<file path="src/rtl/tdm_demux4.sv">
// Receive end of a 4-slot TDM link: locks onto the frame sync, collects one
// sample per slot and presents each complete frame on four parallel outputs.
module tdm_demux4 #(
    parameter int WIDTH = 1
) (
    input  logic             clk,
    input  logic             rst,
    input  logic [WIDTH-1:0] din,
    input  logic             din_valid,
    input  logic             sync,
    output logic [WIDTH-1:0] x0,
    output logic [WIDTH-1:0] x1,
    output logic [WIDTH-1:0] x2,
    output logic [WIDTH-1:0] x3,
    output logic             frame_valid,
    output logic             locked,
    output logic             sync_err
);

    typedef enum logic {
        HUNT   = 1'b0,
        LOCKED = 1'b1
    } state_t;

    state_t           state_q, state_d;
    logic [1:0]       slot_q, slot_d;
    logic [WIDTH-1:0] s0_q, s0_d, s1_q, s1_d, s2_q, s2_d;
    logic [WIDTH-1:0] x0_q, x0_d, x1_q, x1_d, x2_q, x2_d, x3_q, x3_d;
    logic             frame_valid_q, frame_valid_d;
    logic             locked_q, locked_d;
    logic             sync_err_q, sync_err_d;

    // Next-state logic: everything holds on a stall, only the pulses drop.
    always_comb begin
        state_d       = state_q;
        slot_d        = slot_q;
        s0_d          = s0_q;
        s1_d          = s1_q;
        s2_d          = s2_q;
        x0_d          = x0_q;
        x1_d          = x1_q;
        x2_d          = x2_q;
        x3_d          = x3_q;
        frame_valid_d = 1'b0;
        sync_err_d    = 1'b0;
        if (din_valid) begin
            case (state_q)
                HUNT: begin
                    if (sync) begin
                        s0_d    = din;
                        slot_d  = 2'd1;
                        state_d = LOCKED;
                    end else begin
                        slot_d = 2'd0;
                    end
                end
                LOCKED: begin
                    if (sync) begin
                        // A sync outside slot 0 abandons the partial frame and restarts it.
                        sync_err_d = (slot_q != 2'd0);
                        s0_d       = din;
                        slot_d     = 2'd1;
                    end else begin
                        case (slot_q)
                            2'd0: begin
                                sync_err_d = 1'b1;
                                state_d    = HUNT;
                                slot_d     = 2'd0;
                            end
                            2'd1: begin
                                s1_d   = din;
                                slot_d = 2'd2;
                            end
                            2'd2: begin
                                s2_d   = din;
                                slot_d = 2'd3;
                            end
                            2'd3: begin
                                x0_d          = s0_q;
                                x1_d          = s1_q;
                                x2_d          = s2_q;
                                x3_d          = din;
                                frame_valid_d = 1'b1;
                                slot_d        = 2'd0;
                            end
                            default: begin
                                slot_d = 2'd0;
                            end
                        endcase
                    end
                end
                default: begin
                    state_d = HUNT;
                    slot_d  = 2'd0;
                end
            endcase
        end else begin
            slot_d = slot_q;
        end
        locked_d = (state_d == LOCKED);
    end

    // State and output registers with synchronous reset.
    always_ff @(posedge clk) begin
        if (rst) begin
            state_q       <= HUNT;
            slot_q        <= 2'd0;
            s0_q          <= '0;
            s1_q          <= '0;
            s2_q          <= '0;
            x0_q          <= '0;
            x1_q          <= '0;
            x2_q          <= '0;
            x3_q          <= '0;
            frame_valid_q <= 1'b0;
            locked_q      <= 1'b0;
            sync_err_q    <= 1'b0;
        end else begin
            state_q       <= state_d;
            slot_q        <= slot_d;
            s0_q          <= s0_d;
            s1_q          <= s1_d;
            s2_q          <= s2_d;
            x0_q          <= x0_d;
            x1_q          <= x1_d;
            x2_q          <= x2_d;
            x3_q          <= x3_d;
            frame_valid_q <= frame_valid_d;
            locked_q      <= locked_d;
            sync_err_q    <= sync_err_d;
        end
    end

    assign x0          = x0_q;
    assign x1          = x1_q;
    assign x2          = x2_q;
    assign x3          = x3_q;
    assign frame_valid = frame_valid_q;
    assign locked      = locked_q;
    assign sync_err    = sync_err_q;

endmodule
</file>
<file path="config.mk">
export PLATFORM = sky130hd
export DESIGN_NAME = tdm_demux4
export DESIGN_NICKNAME = d
export VERILOG_FILES = /design/src/rtl/tdm_demux4.sv
export SDC_FILE = /design/constraint.sdc
export NUM_CORES = 1
export LEC_CHECK = 0
export CAP_MARGIN = 20
export CORE_AREA = 2 2 39 41
export CTS_BUF_LIST = sky130_fd_sc_hd__clkbuf_4 sky130_fd_sc_hd__clkbuf_8
export DETAILED_ROUTE_END_ITERATION = 7
export DIE_AREA = 0 0 41 43
export MAX_ROUTING_LAYER = met4
export PLACE_DENSITY = 0.74
export SYNTH_ARGS = -nofsm -noshare
export SYNTH_HDL_FRONTEND = slang
export SYNTH_SLANG_ARGS = --single-unit
export TNS_END_PERCENT = 5
</file>
<file path="constraint.sdc">
create_clock -name clk -period 1.1 [get_ports clk]
set_input_delay 0.165 -clock clk [delete_from_list [all_inputs] [get_ports clk]]
set_output_delay 0.165 -clock clk [all_outputs]
set_load 0.03 [all_outputs]
</file>
* After elaboration in Yosys (flattened, before gate mapping)
Index checks and enable logic that the tools add are counted.
** Word-level totals
- Bits in registers :: 12
- Latch bits :: 0
- RAM bits :: 0
- Bits in read-only memories :: 0
- Input port bits :: 5
- Output and inout bits :: 7
- Logic and storage cells :: 38
- Memories kept :: 0
** Cells by class
- $add $sub $neg :: 0
- $mul :: 0
- Div/mod/pow operators :: 0
- Order comparisons :: 0
- Eq/ne operators :: 3
- Shifts and indexed selects :: 0
- Muxes and demuxes :: 12
- Bitwise gates (word level) :: 3
- Reduce and logical (&&, ||, !) cells :: 9
** Operator list (count)
- $reduce_and 4->1 :: 3
- $mux 1 :: 8
- $pmux 2 s3 :: 1
- $eq 2x2->1 const B :: 2
- $pmux 2 s2 :: 1
- $reduce_or 4->1 :: 1
- $not 1->1 :: 3
- $reduce_or 3->1 :: 1
- $eq 2x1->1 const B :: 1
- $logic_not 2->1 :: 1
- $mux 2 :: 1
- $pmux 1 s2 :: 1
- $reduce_and 2->1 :: 1
- $reduce_bool 2->1 :: 1
- $reduce_or 2->1 :: 1

* Longest topological paths before layout
Gate-level depths: netlist of run 1.
- Word-level depth :: 5
- Mapped depth :: 4
- Mapped depth without buffers :: 4

* Least setup slack after synthesis of run 1
OpenSTA, ideal clock, no wires.
- Path type :: flip-flop to flip-flop
- From :: reg, netlist name locked
- To :: reg x0_q (netlist: x0)
- Setup time :: 120 ps
- Arrival time :: 1014 ps
- Required time :: 980 ps
- Path slack :: -34 ps
- Cell stages (with the launch flop) :: 4
- Buffers on the path :: 1
- Clock period less this slack :: 1134 ps
- Path through :: dfxtp_1 -> buf_2 -> nand4b_4 -> mux2i_1
** RTL lines
- end signal: assignment :: line 111 : x0_q <= '0;
- end signal: assignment :: line 124 : x0_q <= x0_d;
- end: declaration :: line 28 : logic [WIDTH-1:0] x0_q, x0_d, x1_q, x1_d, x2_q, x2_d, x3_q, x3_d;

* Worst setup path in the final report of run 1
- From :: reg slot_q[1]
- To :: reg locked_q (netlist: locked)
** On the way
- Word-level cells in the longest chain between the ends :: 4
** Ends and longest elaborated chain
- start: declaration :: line 26 : logic [1:0] slot_q, slot_d;
- start signal: assignment :: line 120 : slot_q <= slot_d;
- $logic_not 2->1 :: line 64 : case (slot_q)
- $mux 1 :: line 64
- $mux 1 :: line 58 : if (sync) begin
- $pmux 1 s2 :: line 47 : case (state_q)
- end signal: assignment :: line 129 : locked_q <= locked_d;
- end: declaration :: line 30 : logic locked_q, locked_d;
No other way between the ends.
A chain may end at the register's enable or synchronous reset.

==> results.sh, run 1 <==
export IMPL_status="completed"
export IMPL_grt_pass1_wl_um=1660
export IMPL_tightest_slew_ps=196
export IMPL_rr_endpoint="locked$_SDFFE_PP0P_"
export IMPL_drt_iter0_markers=6
export IMPL_cp_max_fo=4
export IMPL_setup_viol=0
export IMPL_worstPathRequired_ps=1300
export IMPL_clkLatencyLatePin_ps=290
export IMPL_vdd_drop_max_v=0.000677
export IMPL_crit_end="locked$_SDFFE_PP0P_"
export IMPL_final_cell_mix="buf_4 (16), nand2b_1 (9), dfxtp_1 (9), mux2i_1 (6)"
export IMPL_crit_path_end_kind="flip-flop"
export IMPL_drive_above_1_share=0.347
export IMPL_cts_tree="yes"
export IMPL_via_count=445
export IMPL_hold_path_class="reg2reg"
export IMPL_postSynthAreaPerCell_um2=10.5
export IMPL_synth_seq_area_share=0.423
export IMPL_dp_hpwl_um=734
export IMPL_power_total_mw=0.925
export IMPL_via_per_inst=4.89
export IMPL_start_kind="flip-flop"
export IMPL_synth_top_area_frac=0.423
export IMPL_pre_cts_slack_ps=-164
export IMPL_die_area_um2=1760
export IMPL_routabilityCongestion=0.833
export IMPL_cts_made_buffers=3
export IMPL_max_freq_mhz=919
export IMPL_final_area_um2=783
export IMPL_cp_startpoint="slot_q[1]$_SDFFE_PP0P_"
export IMPL_yosys_register_bits=12
export IMPL_r2r_slack_ps=10
export IMPL_die_y_um=43
export IMPL_cts_root_buf="clkbuf_4"
export IMPL_synth_net_count=64
export IMPL_die_x_um=41
export IMPL_ys_types=18
export IMPL_firstDrtPassIters=2
export IMPL_syn_to_final_growth_pct=37.9
export IMPL_grt_pass1_vias=392
export IMPL_yosys_warnings=0
export IMPL_critPathKind="reg2reg"
export IMPL_final_common_cell="buf_4"
export IMPL_syn_cell_area_um2=568
export IMPL_synthCells=54
export IMPL_avgRoutedWirePerCell_um=11.6
export IMPL_drv_cap=0
export IMPL_clock_path_buffers=2
export IMPL_drc=0
export IMPL_slew_viol_final=0
export IMPL_p_per_area_nw_per_um2=1180
export IMPL_h_tree_depth=1
export IMPL_p_leak_nw=0.387
export IMPL_initial_utilization=0.410
export IMPL_placed_area_um2=722
export IMPL_cts_sinks=12
export IMPL_antenna_found_initial=0
export IMPL_yosysTopAreaCell="dfxtp_1"
export IMPL_rsz0062_at_grt="yes"
export IMPL_clock_skew_ps=5.80
export IMPL_fp_coreArea_um2=1380
export IMPL_drtAntennaViolNets=0
export IMPL_grt_max_degree=10
export IMPL_nFillCells=120
export IMPL_reg2regPathDepth=4
export IMPL_fp_row_count=14
export IMPL_finalCritPeriodShare=0.989
export IMPL_cts_hold_buffers=0
export IMPL_arrival_ps=1290
export IMPL_slew_headroom=0.868
export IMPL_setup_slack_ps=11.9
export IMPL_grt_overflow_total=0
export IMPL_hold_viol_final=0
export IMPL_io_pins=12
export IMPL_synth_area_top_cells="dfxtp_1 (42%), ha_1 (11%), mux2i_1 (11%), nand2b_1 (9.9%), nand4b_1 (4.6%)"
export IMPL_globalRouteTotalUtil=0.148
export IMPL_rr_startpoint="slot_q[1]$_SDFFE_PP0P_"
export IMPL_wl_um=1050
export IMPL_port_buffers=11
export IMPL_nets=86
export IMPL_fin_crit_ps=1090
export IMPL_antenna_cells=0
export IMPL_clk_pin_slew_ps=80
==> synth_stat cells (all sizes together) <==
library cell and number:
buf 2, dfxtp 12, mux2i 6, nor2 2, nand2 1, a211oi 1, a311oi 1, ha 5
nand4b 4, nor3 1, nand3 1, a21oi 4, nand2b 9, a21bo 1, clkbuf 1, inv 3
==> report_power, final <==
group	switching (mW)	total [mW]	internal, mW
Sequential	0.0105	0.453	0.442
Combinational	0.0461	0.103	0.0568
Clock	0.168	0.370	0.202
==> stage by stage <==
step / std cells / util / setup TNS [ps] / hold WS (ps)
6_report: 91 / 0.566 / 0 / 468
5_1_grt: 91 / 0.566 / -82.6 / 502
4_1_cts: 90 / 0.550 / 0 / 478
3_5_place_dp: 86 / 0.522 / -1510 / 466
3_3_place_gp: 86 / 0.522 / -1310 / 447
2_1_floorplan: 54 / - / 0 / 312
==> critical path: stages, from the launching register on <==
cell      delay (ps)
dfxtp_2          380
inv_1             70
ha_1             180
ha_1             170
a311oi_1         200
==> layer usage <==
layer,vias to the layer above,global-route usage,part of all wire
li1,227,-,-
met1,207,0.189,0.46
met2,9,0.191,0.47
met3,2,0.0471,0.037
met4,0,0.100,0.024
met5,-,-,0
==> worst min path at each step <==
stage / to / depth (start not counted) / slack, ps / from
final: x0$_SDFFE_PP0P_ / 2 / 470 / s0_q$_SDFFE_PP0P_
after floorplan: s0_q$_SDFFE_PP0P_ / 2 / 310 / din
after global routing: x0$_SDFFE_PP0P_ / 2 / 500 / s0_q$_SDFFE_PP0P_
after detailed placement: x0$_SDFFE_PP0P_ / 2 / 470 / s0_q$_SDFFE_PP0P_
after CTS: x0$_SDFFE_PP0P_ / 2 / 480 / s0_q$_SDFFE_PP0P_
after global placement: x0$_SDFFE_PP0P_ / 2 / 450 / s0_q$_SDFFE_PP0P_
==> layout make-up <==
| class | count | area, um2 | share of cell area |
|---|---|---|---|
| Timing Repair Buffer | 20 | 160 | 0.204 |
| Tap cell | 16 | 20.0 | 0.0256 |
| Inverter | 3 | 11.3 | 0.0144 |
| Multi-Input combinational cell | 36 | 309 | 0.395 |
| Sequential cell | 12 | 246 | 0.315 |
| Clock buffer | 4 | 36.3 | 0.0463 |
==> repair_timing <==
| action | CTS | global route |
|---|---|---|
| pin swaps | 0 | 3 |
| setup endpoints to repair | 2 | 7 |
| buffers inserted | 0 | 1 |
| gates cloned | 0 | 0 |
| resized for setup | 2 | 3 |
==> cells by family after synthesis <==
group	share of synthesized area
and+or+nand+nor	0.225
DFF	0.423
AOI/OAI and AO/OA	0.0815
buffers and inverters	0.0550
muxes	0.106
adders and majority gates	0.110
==> state kept, by name, indices dropped and copies added, names as in the netlist <==
name         cells
slot_q           2
frame_valid      1
locked           1
s0_q             1
s1_q             1
s2_q             1
sync_err         1
x0               1
x1               1
x2               1
x3               1
Note: power is estimated with default switching activity, not from simulation.
==> run 2: changes to the inputs <==
--- a/config.mk
+++ b/config.mk
@@ -12,6 +12,7 @@
 export DIE_AREA = 0 0 41 43
 export MAX_ROUTING_LAYER = met4
 export PLACE_DENSITY = 0.74
+export REMOVE_ABC_BUFFERS = 1
 export SYNTH_ARGS = -nofsm -noshare
 export SYNTH_HDL_FRONTEND = slang
 export SYNTH_SLANG_ARGS = --single-unit
==> run 2 against run 1 <==
First-iteration DRC count fell by 67%. Global-route usage rose by 0.71 points. Highest routed layer unchanged. Sequential power barely moved. Sequential share of layout area fell by 0.66 points. Clock skew fell by 4.0 ps. Routed wire length rose by 1.2%. The run now ends with setup timing left. Register-to-register slack barely moved. Final cell count fell by 2.2%. Via count rose by 1.6%. Count of clock-buffer cells in the layout did not move.
==> results.sh, run 2 (synthesis gave the netlist of run 1 again) <==
export IMPL_status="complete, but fails checks"
export IMPL_violations="setup timing"
export IMPL_nFillCells=114
export IMPL_grt_pass1_vias=425
export IMPL_cts_tree="yes"
export IMPL_holdWs_ps=470
export IMPL_final_area_um2=792
export IMPL_fin_crit_ps=1100
export IMPL_rr_startpoint="slot_q[0]$_SDFFE_PP0P_"
export IMPL_arrival_ps=940
export IMPL_critPathKind="reg2out"
export IMPL_firstDrtPassIters=2
export IMPL_final_cell_mix="buf_4 (14), nand2b_1 (9), dfxtp_1 (9), mux2i_1 (6)"
export IMPL_die_area_um2=1760
export IMPL_hold_viol_final=0
export IMPL_initial_utilization=0.410
export IMPL_cts_root_buf="clkbuf_4"
export IMPL_die_y_um=43
export IMPL_worstPathRequired_ps=940
export IMPL_grt_busiest_layer="met2"
export IMPL_cp_max_fo=9
export IMPL_via_count=452
export IMPL_setup_slack_ps=-0.832
export IMPL_avgRoutedWirePerCell_um=12.0
export IMPL_via_per_inst=5.08
export IMPL_syn_to_final_growth_pct=39.4
export IMPL_use_met1=0.185
export IMPL_slew_viol_final=0
export IMPL_min_delay_start="s0_q$_SDFFE_PP0P_"
export IMPL_vdd_drop_max_v=0.000530
export IMPL_globalRouteTotalUtil=0.155
export IMPL_clock_path_buffers=2
export IMPL_nets=84
export IMPL_drv_cap=0
export IMPL_use_met2=0.225
export IMPL_slowest_delay_ps=460
export IMPL_largest_register="slot_q"
export IMPL_clk_pin_slew_ps=80
export IMPL_critPathTopFamily="flip-flops"
export IMPL_min_to="x0$_SDFFE_PP0P_"
export IMPL_use_met3=0.0471
export IMPL_slew_headroom=0.760
export IMPL_h_tree_depth=1
export IMPL_grt_pass1_wl_um=1750
export IMPL_antenna_found_initial=0
export IMPL_clkLatencyLatePin_ps=280
export IMPL_rsz0062_at_grt="yes"
export IMPL_tightest_slew_ps=359
export IMPL_p_per_area_nw_per_um2=1160
export IMPL_rr_endpoint="locked$_SDFFE_PP0P_"
export IMPL_setup_viol=1
export IMPL_placed_area_um2=706
export IMPL_drc=0
export IMPL_largest_reg_flops=2
export IMPL_fin_setup_tns_ps=-0.832
export IMPL_cp_num_cells=1
export IMPL_cp_cell_sequence="buf_4"
export IMPL_crit_slowest_cell="dfxtp_2"
export IMPL_reg2regPathDepth=4
export IMPL_clock_skew_ps=1.84
export IMPL_drtAntennaViolNets=0
export IMPL_drt_iter0_markers=2
export IMPL_cts_sinks=12
export IMPL_worstPathBufferInverterCount=1
export IMPL_seq_area_um2=244
export IMPL_max_freq_mhz=908
export IMPL_port_buffers=11
export IMPL_p_leak_nw=0.364
export IMPL_hold_path_class="reg2reg"
export IMPL_grt_max_degree=13
export IMPL_wl_um=1070
export IMPL_fp_row_count=14
export IMPL_routabilityCongestion=0.856
export IMPL_finalCritPeriodShare=1.00
export IMPL_fp_coreArea_um2=1380
export IMPL_dp_hpwl_um=767
export IMPL_crit_path_end_kind="output port"
export IMPL_multi_input_area_um2=335
export IMPL_io_pins=12
export IMPL_antenna_cells=0
export IMPL_drive_above_1_share=0.397
export IMPL_die_x_um=41
export IMPL_cts_made_buffers=3
export IMPL_final_common_cell="buf_4"
export IMPL_hold_depth=2
export IMPL_cts_hold_buffers=0
export IMPL_r2r_slack_ps=20
export IMPL_start_kind="flip-flop"
export IMPL_grt_overflow_total=0
## run 2: changes by cell type in the layout (fill, tap and decap cells not counted), sizes merged
cell	before	now
buf	16	14
## run 2: metal layers
layer,routed length [um],share of wire,vias up
li1,-,-,226
met1,489,0.46,211
met2,507,0.48,12
met3,46,0.043,3
met4,22,0.021,0
met5,0,0,-
## run 2: power breakdown
part | switching (mW) | internal (mW)
registers | 0.0112 | 0.443
logic | 0.0512 | 0.0606
clock network | 0.154 | 0.201
## run 2: final cells by class
type	instances	share of cell area
Multi-Input combinational cell	36	0.423
Sequential cell	12	0.308
Timing Repair Buffer	18	0.183
Clock buffer	4	0.0458
Tap cell	16	0.0253
Inverter	3	0.0142
## run 2: repair_timing
action                                  in CTS  in global routing
resized for setup                            3                  8
pin swaps                                    2                  1
endpoints found under the setup margin       3                  7
buffers inserted                             0                  1
## run 2: worst max path at each step
stage,slack (ps),from,to
floorplan,10,locked$_SDFFE_PP0P_,x0$_SDFFE_PP0P_
global placement,-180,rst,s2_q$_SDFFE_PP0P_
detailed placement,-190,sync,sync_err$_SDFF_PP0_
CTS,-7,slot_q[1]$_SDFFE_PP0P_,locked$_SDFFE_PP0P_
global route,-30,slot_q[0]$_SDFFE_PP0P_,locked$_SDFFE_PP0P_
finish,-0.8,locked$_SDFFE_PP0P_,locked
## run 2: through the flow
stage,utilization,cells,setup slack [ps],total power [mW]
CTS,0.542,88,-7.02,0.920
floorplan,-,51,9.75,0.499
global placement,0.510,84,-175,0.556
detailed placement,0.510,84,-189,0.558
global route,0.572,89,-30.9,0.966
finish,0.572,89,-0.832,0.922
## run 2: worst register-to-register path, cell delays in order (launching register included)
cell and delay (ps):
dfxtp_2 340, inv_1 80, ha_4 170, ha_4 140
a311oi_2 260
==> run 3: changes to the inputs <==
--- a/config.mk
+++ b/config.mk
@@ -12,6 +12,7 @@
 export DIE_AREA = 0 0 41 43
 export MAX_ROUTING_LAYER = met4
 export PLACE_DENSITY = 0.74
+export RECOVER_POWER = 25
 export REMOVE_ABC_BUFFERS = 1
 export SYNTH_ARGS = -nofsm -noshare
 export SYNTH_HDL_FRONTEND = slang
==> run 3 against run 2 <==
Die area is the same. Design area fell by 0.95%. Sequential share of layout area rose by 0.29 points. Sequential power hardly changed. Highest routed layer unchanged. Clock power is essentially flat. Register-to-register slack about the same. Hold slack unchanged. Fmax stayed put. Largest cell class unchanged. Total power hardly changed. Non-clock buffer count unchanged. The flow still finishes with violations (setup timing).
==> results.sh, run 3 (synthesis gave the netlist of run 1 again) <==
export IMPL_initial_utilization=0.410
export IMPL_dp_hpwl_um=767
export IMPL_antenna_found_initial=0
export IMPL_max_freq_mhz=908
export IMPL_rsz0062_at_grt="yes"
export IMPL_drtAntennaViolNets=0
export IMPL_crit_path_end_kind="output port"
export IMPL_die_x_um=41
export IMPL_antenna_cells=0
export IMPL_cts_root_buf="clkbuf_4"
export IMPL_cts_sinks=12
export IMPL_port_buffers=11
export IMPL_die_y_um=43
export IMPL_drive_above_1_share=0.397
export IMPL_largest_reg_flops=2
export IMPL_grt_max_degree=13
export IMPL_critPathKind="reg2out"
export IMPL_globalRouteTotalUtil=0.155
export IMPL_clkLatencyLatePin_ps=280
export IMPL_cp_cell_sequence="buf_4"
export IMPL_routabilityCongestion=0.856
export IMPL_clock_skew_ps=1.84
export IMPL_setup_slack_ps=-0.832
export IMPL_cts_made_buffers=3
export IMPL_power_frac_comb=0.121
export IMPL_crit_slowest_cell="dfxtp_2"
export IMPL_final_cell_mix="buf_4 (11), nand2b_1 (9), dfxtp_1 (9), mux2i_1 (6)"
export IMPL_critPathTopFamily="flip-flops"
export IMPL_fin_setup_tns_ps=-0.832
export IMPL_fp_row_count=14
export IMPL_status="complete, but fails checks"
export IMPL_dp_cells=84
export IMPL_cp_startpoint="locked$_SDFFE_PP0P_"
export IMPL_final_cells=89
export IMPL_drc=0
export IMPL_largest_register="slot_q"
export IMPL_fin_crit_ps=1100
export IMPL_postLayoutCoreUtil=0.567
export IMPL_grt_pass1_vias=425
export IMPL_rr_startpoint="slot_q[0]$_SDFFE_PP0P_"
export IMPL_die_area_um2=1760
export IMPL_final_common_cell="buf_4"
export IMPL_firstDrtPassIters=2
export IMPL_violations="setup timing"
export IMPL_h_tree_depth=1
export IMPL_finalCritPeriodShare=1.00
export IMPL_p_sw_frac=0.235
export IMPL_power_frac_clock=0.386
export IMPL_grt_overflow_total=0
export IMPL_power_internal_mw=0.705
export IMPL_pre_cts_slack_ps=-189
export IMPL_via_count=452
export IMPL_hold_viol_final=0
export IMPL_placed_area_um2=706
export IMPL_start_kind="flip-flop"
export IMPL_via_per_inst=5.08
export IMPL_syn_to_final_growth_pct=38.1
export IMPL_slew_headroom=0.760
export IMPL_vdd_drop_max_v=0.000530
export IMPL_io_pins=12
export IMPL_p_per_area_nw_per_um2=1170
export IMPL_cp_max_fo=9
export IMPL_final_area_um2=785
export IMPL_drv_cap=0
export IMPL_min_delay_start="s0_q$_SDFFE_PP0P_"
export IMPL_clock_path_buffers=2
export IMPL_drt_iter0_markers=2
export IMPL_worstPathBufferInverterCount=1
export IMPL_nets=84
export IMPL_wl_um=1060
export IMPL_seqPwrFrac=0.493
export IMPL_setup_viol=1
export IMPL_cts_tree="yes"
export IMPL_cts_hold_buffers=0
export IMPL_netSwitchingPower_mw=0.217
export IMPL_grt_pass1_wl_um=1750
export IMPL_slew_viol_final=0
export IMPL_slowest_delay_ps=460
export IMPL_avgRoutedWirePerCell_um=11.9
export IMPL_worstPathRequired_ps=940
export IMPL_arrival_ps=940
export IMPL_fp_coreArea_um2=1380
export IMPL_p_leak_nw=0.361
export IMPL_clk_pin_slew_ps=80
export IMPL_tightest_slew_ps=359
export IMPL_hold_path_class="reg2reg"
-- run 3: path summary, 6_finish.rpt --
| path | cells past startpoint | slack [ps] | to |
|---|---|---|---|
| setup / recovery | 1 | -0.8 | locked |
| hold / removal | 2 | 470 | x0$_SDFFE_PP0P_ |
| setup reg to reg | 4 | 20 | locked$_SDFFE_PP0P_ |
| hold reg to reg | 2 | 470 | x0$_SDFFE_PP0P_ |
-- run 3: repair_timing --
item	CTS	global route
buffers inserted	0	1
setup endpoints to repair	3	7
resized for setup	3	8
cloned	0	0
pin swaps	2	1
-- run 3: stage by stage --
step	hold WS, ps	total power, mW
2_1_floorplan	234	0.499
3_3_place_gp	461	0.556
3_5_place_dp	465	0.558
4_1_cts	471	0.920
5_1_grt	504	0.965
6_report	470	0.921
-- run 3: power by group through the flow --
stage               clock network [mW]  registers, mW  logic (mW)
floorplan                            0          0.468      0.0310
global placement                     0          0.462      0.0939
detailed placement                   0          0.462      0.0956
CTS                              0.369          0.453      0.0981
global route                     0.386          0.455       0.124
finish                           0.356          0.454       0.111
-- run 3: area by class of cell --
type                       count  area [um2]
multi-input combinational     36         335
sequential                    12         244
clock buffer                   4        36.3
fill                         117         599
timing repair buffer          18         138
tap                           16        20.0
inverter                       3        11.3
-- run 3: routing by layer --
layer	GRT usage	up-vias	wire (um)
met1	0.185	211	488
li1	-	226	-
met2	0.225	12	506
met5	-	-	0
met3	0.0471	3	46
met4	0.0800	0	22
-- run 3: worst min-delay path, stage by stage (launching register included) --
cell and delay (ps):
dfxtp_1 310, nand2b_1 60, mux2i_1 50
==> variant 1, RTL diff (settings of run 1) <==
Remove the register `locked_q`: a continuous assignment takes its place, so the output `locked` follows one clock earlier.
--- a/src/rtl/tdm_demux4.sv
+++ b/src/rtl/tdm_demux4.sv
@@ -113,7 +113,6 @@
             x2_q          <= '0;
             x3_q          <= '0;
             frame_valid_q <= 1'b0;
-            locked_q      <= 1'b0;
             sync_err_q    <= 1'b0;
         end else begin
             state_q       <= state_d;
@@ -126,10 +125,11 @@
             x2_q          <= x2_d;
             x3_q          <= x3_d;
             frame_valid_q <= frame_valid_d;
-            locked_q      <= locked_d;
             sync_err_q    <= sync_err_d;
         end
     end
+
+    assign locked_q = locked_d;
 
     assign x0          = x0_q;
     assign x1          = x1_q;
Function: changed (a bounded check fails within 4 cycles, from zero or initial values and one cycle with rst high).
==> variant 1 against run 1 <==
The run now ends with setup timing left; sequential cell count is the same; first-iteration DRC count grew 130%; total power grew 4.6%; synthesized cell count grew 1.9%; wire length grew 16%; design area grew 17%; via count grew 9.0%; global-route usage grew 2.2 points; sequential share of layout area shrank 4.9 points; cell count grew 9.9%; count of clock-buffer cells in the layout is the same; synthesized area shrank 1.1%; setup slack lost 0.33 ns; critical path type is now flip-flop to output port; largest cell class unchanged.
==> variant 1: results (changes against run 1) <==
* Failing checks: setup timing
* Status: finished with violations
* Pleak at 0.000421 uW (+8.7%)
* Wire per inst at 12.2 um (+5.5%)
* Global-route wire length before repair at 1.98 mm (+19%)
* Setup Slack @ Placement at -0.290 ns (-0.127 ns)
* Worst path arrival time at 1.25 ns (-0.04 ns)
* Peak VDD IR at 0.471 mV (-30%)
* Post-DP Area at 806 um^2 (+12%)
* Clock skew at 0.00347 ns (-0.00234 ns)
* Inst Count DP at 93 (+8.1%)
* Combinational power share at 0.173 (+0.062)
* Final setup violating endpoints at 7 (+7)
* Syn Nets at 65 (+1.6%)
* Internal power at 738 uW (+5.3%)
* Via count at 485 (+9.0%)
* Post-Syn Instances at 55 (+1.9%)
* Vias in the first global route at 481 (+23%)
* Clock buf/inv share at 0.0395 (-0.00687)
* FFs & Latches at 12 (unchanged)
* Fillers at 113 (-5.8%)
* Crit-path max FO at 2 (-2)
* Part of the power in registers at 0.466 (-0.023)
* Power Dens Cells at 1050 nW/um^2 (-11%)
* RD Place Congestion at 0.825 (-0.98%)
* Detailed-routing iteration count for the pre-antenna-repair pass at 4 (+2)
* Fraction of layout cells with a size suffix above 1 at 0.500 (+0.153)
* Largest net degree at the start of global routing at 8 (-2)
* Synth top area cells: dfxtp_1, ha_1, mux2i_1, nand2b_1, nand4b_1
* PnR worst setup slack at -0.318 ns (-0.330 ns)
* Worst rel slew slack at 0.872 (+0.00320)
* Seq/Total Area, Yosys at 0.428 (+0.00471)
* Initial DRC count at 14 (+8)
* Non-CTS buffers at 28 (+40%)
* Gr usage total at 0.169 (+0.0217)
* CP endpoint kind: output port
* Final nets at 95 (+10%)
* Vias per std cell at 4.85 (-0.82%)
* Clock Latency Late Sink at 0.27 ns (-0.02 ns)
* Post-CTS Setup Bufs at 2 (+2)
[variant 1: worst paths after layout]
path	end	start	cells after the start	slack, ns
setup / recovery	locked	slot_q[0]$_SDFFE_PP0P_	5	-0.32
hold reg to reg	x0$_SDFFE_PP0P_	s0_q$_SDFFE_PP0P_	2	0.48
setup reg to reg	s2_q$_SDFFE_PP0P_	slot_q[1]$_SDFFE_PP0P_	5	-0.07
hold / removal	x0$_SDFFE_PP0P_	s0_q$_SDFFE_PP0P_	2	0.48
[variant 1: layer usage]
layer | up-vias | share of wire | GRT usage
li1 | 249 | - | -
met1 | 228 | 0.47 | 0.218
met2 | 8 | 0.51 | 0.238
met3 | 0 | 0.025 | 0.0314
met4 | 0 | 0 | 0.100
met5 | - | 0 | -
[variant 1: cell families after synthesis]
kind of cell | synth area share
simple gates | 0.212
flops | 0.428
compound gates | 0.0936
buf+inv | 0.0490
mux | 0.107
fa+ha+maj | 0.111
==> variant 2, RTL diff (flow settings as in run 1) <==
Made on the original files. Register the inputs `din`, `din_valid` and `sync` before use, with the module's reset. The logic sees them one clock later.
--- a/src/rtl/tdm_demux4.sv
+++ b/src/rtl/tdm_demux4.sv
@@ -22,6 +22,22 @@
         LOCKED = 1'b1
     } state_t;
 
+    logic [WIDTH-1:0] din_q;
+    logic din_valid_q;
+    logic sync_q;
+
+    always_ff @(posedge clk) begin
+        if (rst) begin
+            din_q       <= '0;
+            din_valid_q <= '0;
+            sync_q      <= '0;
+        end else begin
+            din_q       <= din;
+            din_valid_q <= din_valid;
+            sync_q      <= sync;
+        end
+    end
+
     state_t           state_q, state_d;
     logic [1:0]       slot_q, slot_d;
     logic [WIDTH-1:0] s0_q, s0_d, s1_q, s1_d, s2_q, s2_d;
@@ -43,11 +59,11 @@
         x3_d          = x3_q;
         frame_valid_d = 1'b0;
         sync_err_d    = 1'b0;
-        if (din_valid) begin
+        if (din_valid_q) begin
             case (state_q)
                 HUNT: begin
-                    if (sync) begin
-                        s0_d    = din;
+                    if (sync_q) begin
+                        s0_d    = din_q;
                         slot_d  = 2'd1;
                         state_d = LOCKED;
                     end else begin
@@ -55,10 +71,10 @@
                     end
                 end
                 LOCKED: begin
-                    if (sync) begin
+                    if (sync_q) begin
                         // A sync outside slot 0 abandons the partial frame and restarts it.
                         sync_err_d = (slot_q != 2'd0);
-                        s0_d       = din;
+                        s0_d       = din_q;
                         slot_d     = 2'd1;
                     end else begin
                         case (slot_q)
@@ -68,18 +84,18 @@
                                 slot_d     = 2'd0;
                             end
                             2'd1: begin
-                                s1_d   = din;
+                                s1_d   = din_q;
                                 slot_d = 2'd2;
                             end
                             2'd2: begin
-                                s2_d   = din;
+                                s2_d   = din_q;
                                 slot_d = 2'd3;
                             end
                             2'd3: begin
                                 x0_d          = s0_q;
                                 x1_d          = s1_q;
                                 x2_d          = s2_q;
-                                x3_d          = din;
+                                x3_d          = din_q;
                                 frame_valid_d = 1'b1;
                                 slot_d        = 2'd0;
                             end
Formal check against the unedited RTL: not equivalent (a bounded check fails within 4 cycles, from zero or initial values and one cycle with rst high).
==> variant 2 against run 1 <==
Wire length is 12% higher; combinational power is 14% lower; sequential cell count grew 3; total power up 8.1%; critical path depth down 1; sequential share of layout area up 4.3 points; synthesized cell count up 15%; setup slack better by 0.011 ns; design area rose by 11%; global-route usage rose by 2.3 points; synthesized area up 16%; clock skew is 0.0033 ns lower; sequential power rose by 25%; highest routed layer unchanged.
==> variant 2: results (changes against run 1) <==
* Gr usage total at 0.171 (+0.0234)
* Hold wc startpoint: sync
* Largest net degree at the start of global routing at 13 (+3)
* Status: complete, no violations
* Fraction of layout cells with a size suffix above 1 at 0.400 (+0.0533)
* RD Place Congestion at 0.806 (-3.3%)
* Initial DRC count at 7 (+1)
* Pleak at 0.000357 uW (-7.8%)
* Clock skew at 0.00246 ns (-0.00335 ns)
* Final nets at 91 (+5.8%)
* RR Endpoint: x3$_SDFFE_PP0P_
* Slew @ Worst Pin at 0.349 ns (+0.153 ns)
* Final WL at 1.18 mm (+12%)
* Initial antenna violation count at 0 (unchanged)
* Post-synth top cells: dfxtp_1, nand2b_1, mux2i_1
* Crit-path slowest cell: dfxtp_4
* Setup Slack @ Placement at -0.132 ns (+0.0315 ns)
* R2R cell count at 3 (-1)
* Seq/Total Area, Yosys at 0.456 (+0.0334)
* Vias in the first global route at 472 (+20%)
* Via count at 490 (+10%)
* Min-delay worst type: primary input to flip-flop
* Post-DP Area at 790 um^2 (+9.4%)
* Global-route wire length before repair at 1.88 mm (+13%)
* Hold Path End: sync_q$_SDFF_PP0_
* Critical R2R Launch: slot_q[0]$_SDFFE_PP0P_
* Library cells used by synthesis at 19 (+1)
* Syn Nets at 72 (+13%)
[variant 2: per-stage QoR]
step | hold WS [ns] | instances | total power, uW
after floorplan | 0.293 | 62 | 623
after global placement | 0.461 | 92 | 656
after detailed placement | 0.465 | 92 | 658
after CTS | 0.413 | 96 | 1000
after global routing | 0.439 | 96 | 1030
final | 0.416 | 96 | 1000
[variant 2: worst max-delay path by stage]
stage	start	endpoint	slack, ns	cells past startpoint
6_report	slot_q[0]$_SDFFE_PP0P_	x3$_SDFFE_PP0P_	0.02	3
4_1_cts	slot_q[0]$_SDFFE_PP0P_	slot_q[0]$_SDFFE_PP0P_	0.007	5
3_5_place_dp	rst	x3$_SDFFE_PP0P_	-0.13	3
3_3_place_gp	rst	sync_err$_SDFF_PP0_	-0.13	3
5_1_grt	slot_q[0]$_SDFFE_PP0P_	s2_q$_SDFFE_PP0P_	-0.03	5
2_1_floorplan	slot_q[0]$_SDFFE_PP0P_	sync_err$_SDFF_PP0_	0.01	4
[variant 2: cells by family (layout without fill, tap and decap cells)]
logic type                 count (synthesis)  after routing  share of synthesized area
and+or+nand+nor                           22             22                      0.217
AOI/OAI and AO/OA                          7              7                     0.0704
buffers and inverters                      7             25                     0.0703
muxes                                      6              6                     0.0913
DFF                                       15             15                      0.456
adders and majority gates                  5              5                     0.0951
[variant 2: routing by layer]
layer,share of wire,wire (um),vias to the layer above,GRT usage
met5,0,0,-,-
met4,0.018,21,0,0.153
met3,0.043,51,4,0.0314
met2,0.52,610,12,0.244
met1,0.42,496,228,0.191
li1,-,-,246,-
[variant 2: final cells by class]
type	count	area [um^2]	share of cell area
multi-input cells	40	347	0.400
well taps	16	20.0	0.0231
repair buffers	18	149	0.172
inverters	3	11.3	0.0130
clock buffers	4	30.0	0.0346
flip-flops and latches	15	310	0.358
[variant 2: power by group through the flow]
| stage | logic, uW | registers [uW] | clock network, uW |
|---|---|---|---|
| 6_report | 88.3 | 567 | 344 |
| 5_1_grt | 95.8 | 570 | 363 |
| 4_1_cts | 83.4 | 569 | 348 |
| 3_5_place_dp | 77.5 | 580 | 0 |
| 3_3_place_gp | 75.4 | 580 | 0 |
| 2_1_floorplan | 48.5 | 575 | 0 |
[variant 2: repair_timing]
action                                  in CTS  in global routing
endpoints found under the setup margin       6                  7
pin swaps                                    3                  1
gates resized for setup                      8                  7
